[config.mk]
export PLATFORM = sky130hd
export DESIGN_NAME = mult_share_arbiter
export DESIGN_NICKNAME = d
export VERILOG_FILES = /design/src/rtl/mult_pkg.sv /design/src/rtl/multiplier_fast.sv /design/src/rtl/mult_share_arbiter.sv
export SDC_FILE = /design/constraint.sdc
export NUM_CORES = 1
export LEC_CHECK = 0
export CAP_MARGIN = 15
export CORE_MARGIN = 1.5
export CORE_UTILIZATION = 35
export CTS_CLUSTER_DIAMETER = 200
export DETAILED_ROUTE_END_ITERATION = 12
export GPL_TIMING_DRIVEN = 0
export PLACE_DENSITY = 0.65
export SLEW_MARGIN = 5
export SYNTH_ARGS = -nofsm -noshare
export SYNTH_HDL_FRONTEND = slang
export SYNTH_HIERARCHICAL = 1
export SYNTH_SLANG_ARGS = --single-unit
[constraint.sdc]
create_clock -name clk -period 15.6 [get_ports clk]
set_input_delay 4.68 -clock clk [delete_from_list [all_inputs] [get_ports clk]]
set_output_delay 4.68 -clock clk [all_outputs]
set_load 0.01 [all_outputs]
[src/rtl/mult_pkg.sv]
// Shared constants and helpers for arbiters fronting the shared 8x8 multiplier.
package mult_pkg;

    localparam int MULT_IN_W  = 8;
    localparam int MULT_OUT_W = 16;

    typedef enum logic {
        RSP_EMPTY = 1'b0,
        RSP_FULL  = 1'b1
    } rsp_state_e;

    // Round-robin search: first set bit of valid at or after ptr, wrapping modulo n (n <= 8).
    // Returns ptr when nothing is valid; callers qualify with |valid.
    function automatic logic [2:0] rr_search(input logic [7:0] valid,
                                             input int         n,
                                             input logic [2:0] ptr);
        logic [2:0] pick;
        logic [2:0] idx;
        logic       hit;
        pick = ptr;
        idx  = ptr;
        hit  = 1'b0;
        for (int k = 0; k < 8; k++) begin
            if (k < n && !hit) begin
                idx = 3'((int'(ptr) + k) % n);
                if (valid[idx]) begin
                    pick = idx;
                    hit  = 1'b1;
                end
            end
        end
        return pick;
    endfunction

endpackage

[src/rtl/multiplier_fast.sv]
// Single-cycle combinational unsigned multiplier, full-width product.
module multiplier_fast
    import mult_pkg::*;
(
    input  logic [MULT_IN_W-1:0]  a,
    input  logic [MULT_IN_W-1:0]  b,
    output logic [MULT_OUT_W-1:0] p
);

    assign p = MULT_OUT_W'(a) * MULT_OUT_W'(b);

endmodule

[src/rtl/mult_share_arbiter.sv]
// Round-robin arbiter sharing one multiplier among NUM_REQ requesters,
// with a one-entry registered response tagged by requester index.
module mult_share_arbiter
    import mult_pkg::*;
#(
    parameter  int NUM_REQ = 4,
    localparam int ID_W    = $clog2(NUM_REQ)
) (
    input  logic                           clk,
    input  logic                           rst,
    input  logic [NUM_REQ-1:0]             req_valid,
    output logic [NUM_REQ-1:0]             req_ready,
    input  logic [NUM_REQ*MULT_IN_W-1:0]   req_a,
    input  logic [NUM_REQ*MULT_IN_W-1:0]   req_b,
    output logic                           rsp_valid,
    input  logic                           rsp_ready,
    output logic [MULT_OUT_W-1:0]          rsp_product,
    output logic [ID_W-1:0]                rsp_id
);

    rsp_state_e             state_p1;
    rsp_state_e             state_nxt;
    logic [ID_W-1:0]        ptr;
    logic [ID_W-1:0]        gnt_p0;
    logic                   any_vld_p0;
    logic                   can_accept;
    logic                   accept_p0;
    logic [7:0]             vld_ext;
    logic [MULT_IN_W-1:0]   a_p0;
    logic [MULT_IN_W-1:0]   b_p0;
    logic [MULT_OUT_W-1:0]  prod_p0;
    logic [MULT_OUT_W-1:0]  prod_p1;
    logic [ID_W-1:0]        id_p1;

    // Stage p0: grant selection and operand mux into the shared multiplier
    assign vld_ext    = 8'(req_valid);
    assign any_vld_p0 = |req_valid;
    assign gnt_p0     = ID_W'(rr_search(vld_ext, NUM_REQ, 3'(ptr)));
    assign a_p0       = req_a[gnt_p0*MULT_IN_W +: MULT_IN_W];
    assign b_p0       = req_b[gnt_p0*MULT_IN_W +: MULT_IN_W];

    multiplier_fast u_mult (
        .a (a_p0),
        .b (b_p0),
        .p (prod_p0)
    );

    always_ff @(posedge clk) begin
        if (rst) begin
            state_p1 <= RSP_EMPTY;
        end else begin
            state_p1 <= state_nxt;
        end
    end

    always_comb begin
        state_nxt  = state_p1;
        req_ready  = '0;
        accept_p0  = 1'b0;
        can_accept = (state_p1 == RSP_EMPTY) || rsp_ready;
        if (!rst && can_accept && any_vld_p0) begin
            req_ready[gnt_p0] = 1'b1;
            accept_p0         = 1'b1;
        end
        case (state_p1)
            RSP_EMPTY: if (accept_p0) state_nxt = RSP_FULL;
            RSP_FULL:  if (rsp_ready) state_nxt = accept_p0 ? RSP_FULL : RSP_EMPTY;
            default:   state_nxt = RSP_EMPTY;
        endcase
    end

    // Stage p1: response register; product/id change only on an accept
    always_ff @(posedge clk) begin
        if (rst) begin
            prod_p1 <= '0;
            id_p1   <= '0;
            ptr     <= '0;
        end else if (accept_p0) begin
            prod_p1 <= prod_p0;
            id_p1   <= gnt_p0;
            ptr     <= gnt_p0 + ID_W'(1);
        end
    end

    assign rsp_valid   = (state_p1 == RSP_FULL);
    assign rsp_product = prod_p1;
    assign rsp_id      = id_p1;

endmodule

==> out/metrics.cfg, run 1 <==
[worst_setup_path]
cp_slowest_cell = clkdlybuf4s50_1
required_ns = 10.92
crit_path_max_incr_delay_ns = 0.54
cp-end-kind = output pin
critPathKind = input pin to output pin
worstPathMaxFanout = 10
cp-start-kind = input pin
path_cells = clkdlybuf4s50_1 -> nor2b_1 -> o21ai_0 -> o221a_2 -> buf_6 -> buf_6 -> nand2_1 -> nor2_1 -> clkdlybuf4s50_1
worstPathArrival_ns = 6.87

[synth]
synth_top_family_by_area = adder cells
syn_nets = 552
avgSynthCellArea_um2 = 8.59
synthCells = 409
ys_ff_latch = 21
synthMuxAreaShare_pct = 13.7
ys_seq_area_share_pct = 12.0
synth_cell_type_count = 41
synth_ff_type = dfxtp_1
synth_warnings = 6
synth_xor_area_share_pct = 2.99
synthArstFlopShare_pct = 0
synth_area_mm2 = 0.00351
synthSimpleGateAreaFrac_pct = 21.1
synthAdderAreaFrac_pct = 33.3
synth_edf_count = 0
synth_compound_area_share_pct = 9.18

[sta]
fmax_mhz = 86.6
hold_viol = 0
setup_violations = 0
slew_viol_final = 0
min_period_ns = 11.55
relSlewSlack_pct = 44.3
skew_ns = 0.00227
finalCritPeriodShare_pct = 74.0
grt_setup_unrepaired = false
tightest_slew_ns = 0.812
tns_ns = 0

[die]
start_util_pct = 36.0
num_io_pins = 94
dieArea_mm2 = 0.0107
dieWidth_um = 103
rows = 36
dieHeight_um = 103
core-area_mm2 = 0.00977

[cts]
cts_resized = 0
cts_setup_buffers = 0
cts_made_buffers = 3
clockRootBuffer = clkbuf_8
clk_pin_slew_ns = 0.07
clock_sinks = 21
cts_tree = yes
cts_max_path_buffers = 2
clk-insertion-delay-late_ns = 0.26
holdBufCountCts = 0
h-tree-depth = 1

[power]
p_sw_share_pct = 49.5
clkPwrFrac_pct = 3.1
p_int_w = 0.000577
p_sw_w = 0.000565
power.leakage_nw = 2.15
peakVddDrop_mv = 0.194
p_per_area_mw_per_mm2 = 245
total_power_w = 0.00114
seq_power_share_pct = 7.3
combPwrFrac_pct = 89.6

[cells_and_area]
drive_gt1_share_pct = 3.56
stdcell_area_mm2 = 0.00466
syn_to_final_growth_pct = 32.5
final_nets = 650
num_antenna_cells = 0

[placement]
place_area_mm2 = 0.00461
hpwlAfterDp_um = 7190
gp_congestion = 0.802
port_buffers = 93

[route]
routed.top_layer = met4
route.met2.wl_um = 4190
dr.pass1.iters = 4
drc_errors = 0
drt_iter0_markers = 82
drt_wl_total_um = 8520
post_drt_wl_per_cell_um = 13.3
wl_met3_um = 601
vias = 3092
drt-vias-per-instance = 4.84
wl_met1_um = 3710
ant_nets = 0

[global_route]
grt_pass1_wl_um = 13700
grt_max_degree = 12
grt-ovfl-total = 0
grt_use_total_pct = 15.8
antenna_found_initial = 0
grt_pass1_vias = 3053

[flow_run]
drv_cap = 0

[run_status]
status = complete, no violations

[hold_path]
holdCritPathClass = flop to flop

==> cells in the final DEF, fill, tap and decap left out, types with 2 or more instances in the layout <==
master and count:
mux2i_1 48, fa_1 36, o21ai_1 14, and3_1 4, inv_1 51, nor2_1 11
xnor2_1 8, buf_2 4, a21oi_1 10, and2_1 47, nand2_1 47, nor3_1 3
clkbuf_8 3, nand2b_1 17, nor2b_1 4, dfxtp_1 21, clkdlybuf4s50_1 93, a211o_1 3
xor2_1 4, o211ai_1 2, buf_6 3, o21ai_0 9, ha_1 36, nor4_1 2
o21a_1 4, clkbuf_1 5
==> power groups by stage <==
stage / registers, W / clock network (W) / logic [W]
after global routing: 0.0000854 / 0.0000384 / 0.00117
after CTS: 0.0000838 / 0.0000360 / 0.00104
after floorplan: 0.0000909 / 0 / 0.000797
after global placement: 0.0000846 / 0 / 0.00102
final: 0.0000835 / 0.0000350 / 0.00102
after detailed placement: 0.0000849 / 0 / 0.00104
==> worst max-delay path, delay by kind of cell <==
kind	cells	cell delay, ns
buf+inv	4	1.38
simple gates	3	0.37
compound gates	2	0.43
==> synthesized netlist by cell type, types with 4 or more instances <==
library cell	n	area (um^2)
nor2b_1	4	25.0
o21ai_0	9	45.0
a21oi_1	10	50.1
xnor2_1	8	70.1
buf_2	4	20.0
xor2_1	4	35.0
dfxtp_1	21	420
o21ai_1	14	70.1
inv_1	51	191
clkbuf_1	4	15.0
nand2_1	47	176
fa_1	36	721
nor2_1	11	41.3
mux2i_1	48	480
o21a_1	4	30.0
and2_1	47	294
and3_1	4	25.0
nand2b_1	17	106
ha_1	36	450
==> area by class of cell <==
type / count / area (um^2)
Sequential cell: 21 / 420
Fill cell: 959 / 5120
Inverter: 52 / 195
Tap cell: 133 / 166
Timing Repair Buffer: 93 / 931
Buffer: 12 / 76.3
Clock buffer: 4 / 45.0
Multi-Input combinational cell: 324 / 2820
==> final timing paths <==
| check | end | slack (ns) | cells after the start | startpoint |
|---|---|---|---|---|
| setup / recovery | req_ready[1] | 4.05 | 9 | req_valid[0] |
| hold / removal | rsp_id[0] | 0.45 | 2 | rsp_id[0] |
| setup reg to reg | rsp_product[11] | 9.63 | 23 | ptr[0] |
| hold reg to reg | rsp_id[0] | 0.45 | 2 | rsp_id[0] |
==> through the flow <==
| stage | worst slack (ns) | util [%] | hold slack (ns) | cells |
|---|---|---|---|---|
| detailed placement | 4.04 | 47.2 | 0.438 | 635 |
| floorplan | 5.20 | - | 0.452 | 409 |
| global route | 3.90 | 47.6 | 0.469 | 639 |
| global placement | 4.12 | 47.2 | 0.433 | 635 |
| finish | 4.05 | 47.6 | 0.445 | 639 |
| CTS | 4.03 | 47.6 | 0.448 | 639 |
==> cells by family after synthesis <==
logic type,count (synthesis)
adders and majority gates,72
muxes,48
buffers and inverters,64
xor gates and xnor gates,12
DFF,21
and+or+nand+nor,141
AOI/OAI and AO/OA,51
==> routing by layer <==
layer | GRT usage [%] | vias up
met1 | 20.7 | 1483
met2 | 28.3 | 79
met4 | 1.46 | 0
met3 | 2.76 | 2
met5 | 0 | -
li1 | - | 1528
==> state kept, by name, summed over array words and instances (netlist names) <==
register and cells:
rsp_id 2, ptr 2, rsp_valid 1, rsp_product 16
No activity file was read; power rests on OpenSTA's default activity.
==> run 2, diff against run 1 <==
PLACE_DENSITY = 0.67   (was 0.65)
clock period = 10.3 ns   (was 15.6 ns; I/O delays follow)
==> out/metrics.cfg, run 2 (synthesis gave the netlist of run 1 again) <==
[worst_setup_path]
critPathKind = input pin to flop
worstPathMaxFanout = 10
path_cells = clkdlybuf4s50_1 -> nor2b_1 -> a21oi_1 -> o221a_2 -> buf_6 -> buf_6 -> mux2i_1 -> mux2i_1 -> nand2_1 -> fa_1 -> fa_1 -> inv_1 -> fa_1 -> inv_1 -> fa_1 -> inv_1 -> ha_1 -> and2_4 -> a221oi_2 -> nand2_1 -> a31oi_1 -> xnor2_1 -> nand2_1 -> o21ai_0
reg2reg_to = rsp_product[11]
cp_common_cell = fa_1
r2r_start = ptr[1]
worstPathArrival_ns = 9.13
timing.critical_path.buf_inv = 6
rrSetupSlack_ns = 4.43
cp_slowest_cell = mux2i_1
cp-end-kind = flop
crit_path_max_incr_delay_ns = 0.58
required_ns = 10.50
cp_top_family = adder cells
cp.depth = 24
reg2reg_depth = 23
cp-start-kind = input pin

[placement]
gp_congestion = 0.823
port_buffers = 93
hpwlAfterDp_um = 7260

[cells_and_area]
largest_reg_flops = 16
final_nets = 650
drive_gt1_share_pct = 3.75
nFillCells = 960
layout_commonest_cell = clkdlybuf4s50_1
mostFrequentLayoutCells = 93 x clkdlybuf4s50_1, 51 x inv_1, 48 x mux2i_1
num_antenna_cells = 0
syn_to_final_growth_pct = 32.6
post-route-util_pct = 47.7

[die]
dieWidth_um = 103
core-area_mm2 = 0.00977
num_io_pins = 94
start_util_pct = 36.0
rows = 36
dieHeight_um = 103
dieArea_mm2 = 0.0107

[sta]
skew_ns = 0.00731
setup_violations = 0
min_period_ns = 8.93
tns_ns = 0
fmax_mhz = 112
tightest_slew_ns = 0.809
slew_viol_final = 0
hold_viol = 0
relSlewSlack_pct = 44.5
grt_setup_unrepaired = false
holdWs_ns = 0.457
finalCritPeriodShare_pct = 86.7

[cts]
cts_tree = yes
clock_sinks = 21
h-tree-depth = 1
holdBufCountCts = 0
cts_setup_buffers = 0
clockRootBuffer = clkbuf_8
cts_resized = 0
clk-insertion-delay-late_ns = 0.26
cts_max_path_buffers = 2
cts_made_buffers = 3
clk_pin_slew_ns = 0.08

[global_route]
busiest_layer = met2
antenna_found_initial = 0
grtUsageMet1_pct = 19.9
grt_max_degree = 14
grt_use_met2_pct = 29.1
grt.met3_usage_pct = 2.62
grt_use_total_pct = 15.9
grt-ovfl-total = 0
grt_pass1_vias = 3089
grt_pass1_wl_um = 13700

[flow_run]
drv_cap = 0

[route]
drt-vias-per-instance = 4.88
drt_wl_total_um = 8600
vias = 3120
ant_nets = 0
post_drt_wl_per_cell_um = 13.5
dr.pass1.iters = 6
drt_iter0_markers = 73
drc_errors = 0

[power]
peakVddDrop_mv = 0.312
total_power_w = 0.00173
power.leakage_nw = 2.15
p_per_area_mw_per_mm2 = 370

[hold_path]
min_path_cells = 2
holdPathEnd = rsp_id[1]
worstHoldStart = rsp_id[1]
holdCritPathClass = flop to flop

[run_status]
status = complete, no violations

## run 2: final cells by class
class / count / area, um^2 / area share [%]
well taps: 133 / 166 / 3.57
flip-flops and latches: 21 / 420 / 9.02
plain buffers: 12 / 76.3 / 1.64
clock buffers: 3 / 41.3 / 0.886
inverters: 52 / 195 / 4.19
multi-input cells: 324 / 2820 / 60.6
repair buffers: 93 / 931 / 20.0
clock inverters: 1 / 7.51 / 0.161
## run 2: worst max-delay path by stage
stage / startpoint / to / slack [ns]
final: req_valid[0] / rsp_product[11] / 1.37
after global routing: req_valid[0] / rsp_product[15] / 1.05
after CTS: req_valid[0] / rsp_product[11] / 1.37
after detailed placement: req_valid[0] / rsp_product[11] / 1.10
after global placement: req_valid[0] / rsp_product[11] / 1.21
after floorplan: req_valid[0] / rsp_product[11] / 2.36
## run 2: stage by stage
step / setup slack (ns) / instances / instance area, um^2
after global routing: 1.05 / 639 / 4660
after CTS: 1.37 / 639 / 4660
after detailed placement: 1.10 / 635 / 4610
after global placement: 1.21 / 635 / 4610
after floorplan: 2.36 / 409 / 3510
final: 1.37 / 639 / 4660
## run 2: worst register-to-register path: stages (launching register included)
cell	delay, ns
dfxtp_1	0.43
inv_1	0.08
a21oi_1	0.14
o221a_2	0.23
buf_6	0.18
buf_6	0.20
mux2i_1	0.09
mux2i_1	0.58
nand2_1	0.18
fa_1	0.55
fa_1	0.54
inv_1	0.06
fa_1	0.53
inv_1	0.07
fa_1	0.53
inv_1	0.04
ha_1	0.34
and2_4	0.17
a221oi_2	0.26
nand2_1	0.13
a31oi_1	0.22
xnor2_1	0.15
nand2_1	0.07
o21ai_0	0.08
## run 2: where the power goes
part | leakage, nW | internal (W) | total (W) | switching [W]
combinational | 1.95 | 0.000729 | 0.00154 | 0.000815
sequential | 0.174 | 0.000113 | 0.000127 | 0.0000137
clock | 0.0217 | 0.0000273 | 0.0000547 | 0.0000273
## run 2: metal layers
| metal | wire [um] | vias to the layer above |
|---|---|---|
| met5 | 0 | - |
| met4 | 71 | 0 |
| met3 | 493 | 9 |
| met2 | 4270 | 71 |
| met1 | 3760 | 1511 |
| li1 | - | 1529 |
